[config.mk]
export PLATFORM = sky130hd
export DESIGN_NAME = arb3_rr_moore_ctrl_flat
export DESIGN_NICKNAME = d
export VERILOG_FILES = /design/src/rtl/arb3_rr_moore_ctrl_if.sv /design/src/rtl/arb3_rr_moore_ctrl.sv /design/src/flat_wrapper.sv
export SDC_FILE = /design/constraint.sdc
export NUM_CORES = 1
export LEC_CHECK = 0
export CAP_MARGIN = 10
export CORE_AREA = 10 10 57 59
export DETAILED_ROUTE_END_ITERATION = 8
export DIE_AREA = 0 0 67 69
export PLACE_DENSITY_LB_ADDON = 0.08
export SLEW_MARGIN = 10
export SYNTH_ARGS = -nofsm -noshare
export SYNTH_HDL_FRONTEND = slang
export SYNTH_SLANG_ARGS = --single-unit
[constraint.sdc]
create_clock -name clk -period 2.54 [get_ports clk]
set_input_delay 0.635 -clock clk [delete_from_list [all_inputs] [get_ports clk]]
set_output_delay 0.635 -clock clk [all_outputs]
set_load 0.005 [all_outputs]
[src/rtl/arb3_rr_moore_ctrl_if.sv]
// Request/grant bundle between the requesters and the 3-way round-robin arbiter.
// The slave modport is the arbiter's view; the master modport is the requester side.
interface arb3_rr_moore_ctrl_if #(
  parameter int CW = 4
);
  logic [2:0]    x;
  logic [2:0]    gnt;
  logic [1:0]    gnt_id;
  logic          busy;
  logic [CW-1:0] hold_cnt;
  logic          timeout;

  modport master (
    output x,
    input  gnt,
    input  gnt_id,
    input  busy,
    input  hold_cnt,
    input  timeout
  );

  modport slave (
    input  x,
    output gnt,
    output gnt_id,
    output busy,
    output hold_cnt,
    output timeout
  );
endinterface

[src/rtl/arb3_rr_moore_ctrl.sv]
// Registered 3-requester round-robin arbiter with Moore grant outputs,
// a bounded grant-hold counter and a one-cycle forced-release pulse.
module arb3_rr_moore_ctrl #(
  parameter int MAX_HOLD = 8,
  parameter int CW       = 4
) (
  input  logic                  clk,
  input  logic                  rst_n,
  arb3_rr_moore_ctrl_if.slave   bus
);

  localparam logic [1:0] IDLE = 2'b00;
  localparam logic [1:0] G0   = 2'b01;
  localparam logic [1:0] G1   = 2'b10;
  localparam logic [1:0] G2   = 2'b11;

  localparam logic [CW-1:0] HOLD_LAST = CW'(MAX_HOLD - 1);

  logic [1:0]    state_reg,    state_next;
  logic [1:0]    last_reg,     last_next;
  logic [CW-1:0] hold_cnt_reg, hold_cnt_next;
  logic          timeout_reg,  timeout_next;

  logic [1:0]    cur_id;
  logic          at_limit;

  function automatic logic [1:0] inc3(input logic [1:0] p);
    return (p == 2'd2) ? 2'd0 : p + 2'd1;
  endfunction

  // Returns the grant state for the first active request after pointer p,
  // scanning p+1, p+2 and finally p itself; IDLE if nothing is requesting.
  function automatic logic [1:0] pick(input logic [2:0] req, input logic [1:0] p);
    logic [1:0] c1;
    logic [1:0] c2;
    c1 = inc3(p);
    c2 = inc3(c1);
    if (req[c1])
      return c1 + 2'd1;
    else if (req[c2])
      return c2 + 2'd1;
    else if (req[p])
      return p + 2'd1;
    else
      return IDLE;
  endfunction

  assign cur_id   = state_reg - 2'd1;
  assign at_limit = (hold_cnt_reg == HOLD_LAST);

  always_comb begin
    state_next    = state_reg;
    last_next     = last_reg;
    hold_cnt_next = hold_cnt_reg;
    timeout_next  = 1'b0;
    if (state_reg == IDLE) begin
      state_next    = pick(bus.x, last_reg);
      hold_cnt_next = '0;
    end else if (bus.x[cur_id] && !at_limit) begin
      hold_cnt_next = hold_cnt_reg + CW'(1);
    end else begin
      // Release: a still-high own request here can only mean the limit forced it.
      last_next     = cur_id;
      state_next    = pick(bus.x, cur_id);
      hold_cnt_next = '0;
      timeout_next  = bus.x[cur_id];
    end
  end

  always_ff @(posedge clk or negedge rst_n) begin
    if (!rst_n) begin
      state_reg    <= IDLE;
      last_reg     <= 2'd2;
      hold_cnt_reg <= '0;
      timeout_reg  <= 1'b0;
    end else begin
      state_reg    <= state_next;
      last_reg     <= last_next;
      hold_cnt_reg <= hold_cnt_next;
      timeout_reg  <= timeout_next;
    end
  end

  genvar gi;
  generate
    for (gi = 0; gi < 3; gi++) begin : g_gnt
      assign bus.gnt[gi] = (state_reg == 2'(gi + 1));
    end
  endgenerate

  assign bus.busy     = (state_reg != IDLE);
  assign bus.gnt_id   = bus.busy ? cur_id : 2'd0;
  assign bus.hold_cnt = hold_cnt_reg;
  assign bus.timeout  = timeout_reg;

endmodule

[src/flat_wrapper.sv]
// flat-port wrapper written by rule: the top's interface ports become plain ports
module arb3_rr_moore_ctrl_flat 
#(
  parameter int MAX_HOLD = 8,
  parameter int CW       = 4
)
  (clk, rst_n, bus_x, bus_gnt, bus_gnt_id, bus_busy, bus_hold_cnt, bus_timeout);
  arb3_rr_moore_ctrl_if #(.CW(CW)) bus_i ();
  input  logic clk;
  input  logic rst_n;
  input wire logic [$bits(bus_i.x)-1:0] bus_x;
  output wire logic [$bits(bus_i.gnt)-1:0] bus_gnt;
  output wire logic [$bits(bus_i.gnt_id)-1:0] bus_gnt_id;
  output wire logic [$bits(bus_i.busy)-1:0] bus_busy;
  output wire logic [$bits(bus_i.hold_cnt)-1:0] bus_hold_cnt;
  output wire logic [$bits(bus_i.timeout)-1:0] bus_timeout;
  assign bus_i.x = bus_x;
  assign bus_gnt = bus_i.gnt;
  assign bus_gnt_id = bus_i.gnt_id;
  assign bus_busy = bus_i.busy;
  assign bus_hold_cnt = bus_i.hold_cnt;
  assign bus_timeout = bus_i.timeout;
  arb3_rr_moore_ctrl #(.MAX_HOLD(MAX_HOLD), .CW(CW)) u_core (.clk(clk), .rst_n(rst_n), .bus(bus_i));
endmodule
==> metrics.txt <==
Iter 0 DRT Violations 16; DR vias 690; DRT Pass-1 Iters 4; final hold viol count 0; setup bufs post-CTS 0; routed wire length 1800 um; Critical Path, Cell by Cell inv_1, ha_1, inv_1, clkdlybuf4s50_1; largest net degree at the start of global routing 10; clk buf depth 2; drt drc 0; layout cell share with drive strength beyond 1 9.17%; routed len/inst 13.1 um; Die X 67 um; max FFs per register 4; WHS Path Cells 1; cell area after synthesis 831 um^2; syn avg cell area 9.03 um^2; GRT overflow 0; Sw Pwr 540 uW; Setup Skew 0.00125 ns; GPL Wtd Cong 0.829; leakage 0.000472 uW; reg-to-reg critical path endpoint u_core.state_reg[0]; Pint 679 uW; status finished clean; initial antenna violation count 0; CTS resizes 0; hold buffers post-CTS 0; overall power 1220 uW; worst min path class flip-flop to flip-flop; Syn Inst Count 92; Rel. slew slack 72.2%; hpwl dp 1440 um; Clock Latency Late Sink 0.26 ns; f_max 431 MHz; DRT antenna net count 0; H-tree Lvls 1; Arr. time, crit path 1.69 ns; sequential share of power 19.8%; VDD IR-drop max 0.000568 V; chip height 69 um; Setup violations, final 0; Least-Margin Pin Slew 0.415 ns; combinational power share 71.1%; die area 0.00462 mm^2; post-DR vias/cell 5.04; Synth Flop Type dfrtp_1; number of global-route vias before repair 696; Critical Path End Type output pin; clk slew on worst S/H paths 0.06 ns; # port buffers 15; Crit-path slowest cell clkdlybuf4s50_1; r2r setup slk 0.51 ns; TNS Setup 0 ns; Critical Path Max Stage Delay 0.52 ns; CTS root buf clkbuf_4; Yosys warning total 0; CTS Buf Count 3; Sw Ratio 44.3%; Crit Path Category flip-flop to output pin; PwrDens 1190 mW/mm^2; first-pass GRT wire length 3130 um; WHS Endpoint u_core.bus.hold_cnt[0]; core area 0.00215 mm^2; cell mode on critical path inv_1; clk sinks 9; area grow syn2layout 23.2%; Max Cap Viol 0; Seq/Total Area, Yosys 27.3%; WP data required 1.90 ns; # IOs 16; period utilization 91.4%; Async SR Flop Fraction 100%; clock power share 9.1%; Starting Density 38.7%; Tot GR Track Use 8.15%; EDFF count, synth 0; FF+latch count, synth 9; Antenna Cells 0; Hold Crit Start u_core.bus.hold_cnt[0]; CTS tree done; synth unique cells 32; worst reg-to-reg path cell count 7; Post-Syn Nets 109; Final Max Tran Viols 0; Final #Nets 127; unrepaired setup endpoints after global routing no; CP Launch Type flip-flop; origin of the critical flop-to-flop path u_core.state_reg[1]; Final min period 2.32 ns; crit-path max FO 5; row count 17
[layout by cell type (no fill, tap or decap), types with 2 or more instances in the layout]
cell and count:
nor2_1 9, nand3_1 2, and3_1 2, o31ai_1 2, mux2i_1 4, clkdlybuf4s50_1 15
ha_1 12, a21oi_1 5, dfrtp_1 8, o21ai_0 2, o22ai_1 3, clkbuf_4 3
and2b_1 2, nand3b_1 3, o21bai_1 2, nand2_1 4, nand2b_1 4, inv_1 11
[critical path, delay by kind of cell, from the launching register on]
kind / cells / cell delay [ns]
buffers and inverters: 3 / 0.77
DFF: 1 / 0.40
adders and majority gates: 1 / 0.26
[kinds of logic (layout without fill, tap and decap cells)]
kind of cell	after synthesis	after routing	synth area share [%]
and+or+nand+nor	27	27	16.9
AOI/OAI and AO/OA	21	21	18.2
buffers and inverters	14	31	8.13
adders and majority gates	12	12	18.1
DFF	9	9	27.3
muxes	7	7	9.34
xor gates and xnor gates	2	2	2.11
[final cells by class]
cell class	instances	area, um^2
Fill cell	231	1120
Tap cell	28	35.0
Multi-Input combinational cell	69	537
Sequential cell	9	226
Clock buffer	4	26.3
Timing Repair Buffer	16	158
Inverter	11	41.3
[how the worst max path moves through the flow]
stage / startpoint / to / slack (ns) / cells past startpoint
6_report: u_core.state_reg[1] / bus_busy / 0.22 / 4
2_1_floorplan: u_core.state_reg[0] / u_core.state_reg[0] / 0.56 / 7
5_1_grt: u_core.state_reg[1] / bus_busy / 0.12 / 4
3_5_place_dp: bus_x[1] / u_core.state_reg[0] / 0.19 / 6
3_3_place_gp: bus_x[1] / u_core.state_reg[0] / 0.20 / 6
4_1_cts: u_core.state_reg[1] / bus_busy / 0.19 / 4
[synth_stat cells, types with 3 or more instances]
library cell	number	share of area (%)
ha_1	12	18
nor2_1	9	4.1
nand3b_1	3	2.7
nand2_1	4	1.8
nand2b_1	4	3.0
a21oi_1	5	3.0
o22ai_1	3	2.3
dfrtp_1	8	24
mux2i_1	4	4.8
inv_1	11	5.0
[power groups by stage]
stage	Combinational, uW	Clock, uW	Sequential, uW
6_report	867	110	242
5_1_grt	982	124	252
4_1_cts	875	116	242
3_5_place_dp	871	0	244
3_3_place_gp	872	0	244
2_1_floorplan	633	0	247
[per-stage QoR]
stage | instance area [um^2] | hold WS [ns] | cells | setup slack [ns] | utilization (%)
CTS | 1020 | 0.497 | 137 | 0.193 | 47.6
finish | 1020 | 0.491 | 137 | 0.217 | 47.6
global route | 1020 | 0.530 | 137 | 0.116 | 47.6
global placement | 997 | 0.485 | 133 | 0.198 | 46.4
floorplan | 831 | 0.339 | 92 | 0.565 | -
detailed placement | 997 | 0.487 | 133 | 0.187 | 46.4
[layer usage]
metal  vias up  share of wire (%)  track usage, %
met1       321                 45            9.24
met5         -                  0               0
met2        12                 47            13.1
met4         0                  0            1.36
li1        357                  -               -
met3         0                8.2            4.51
(Power assumes the default switching activity.)
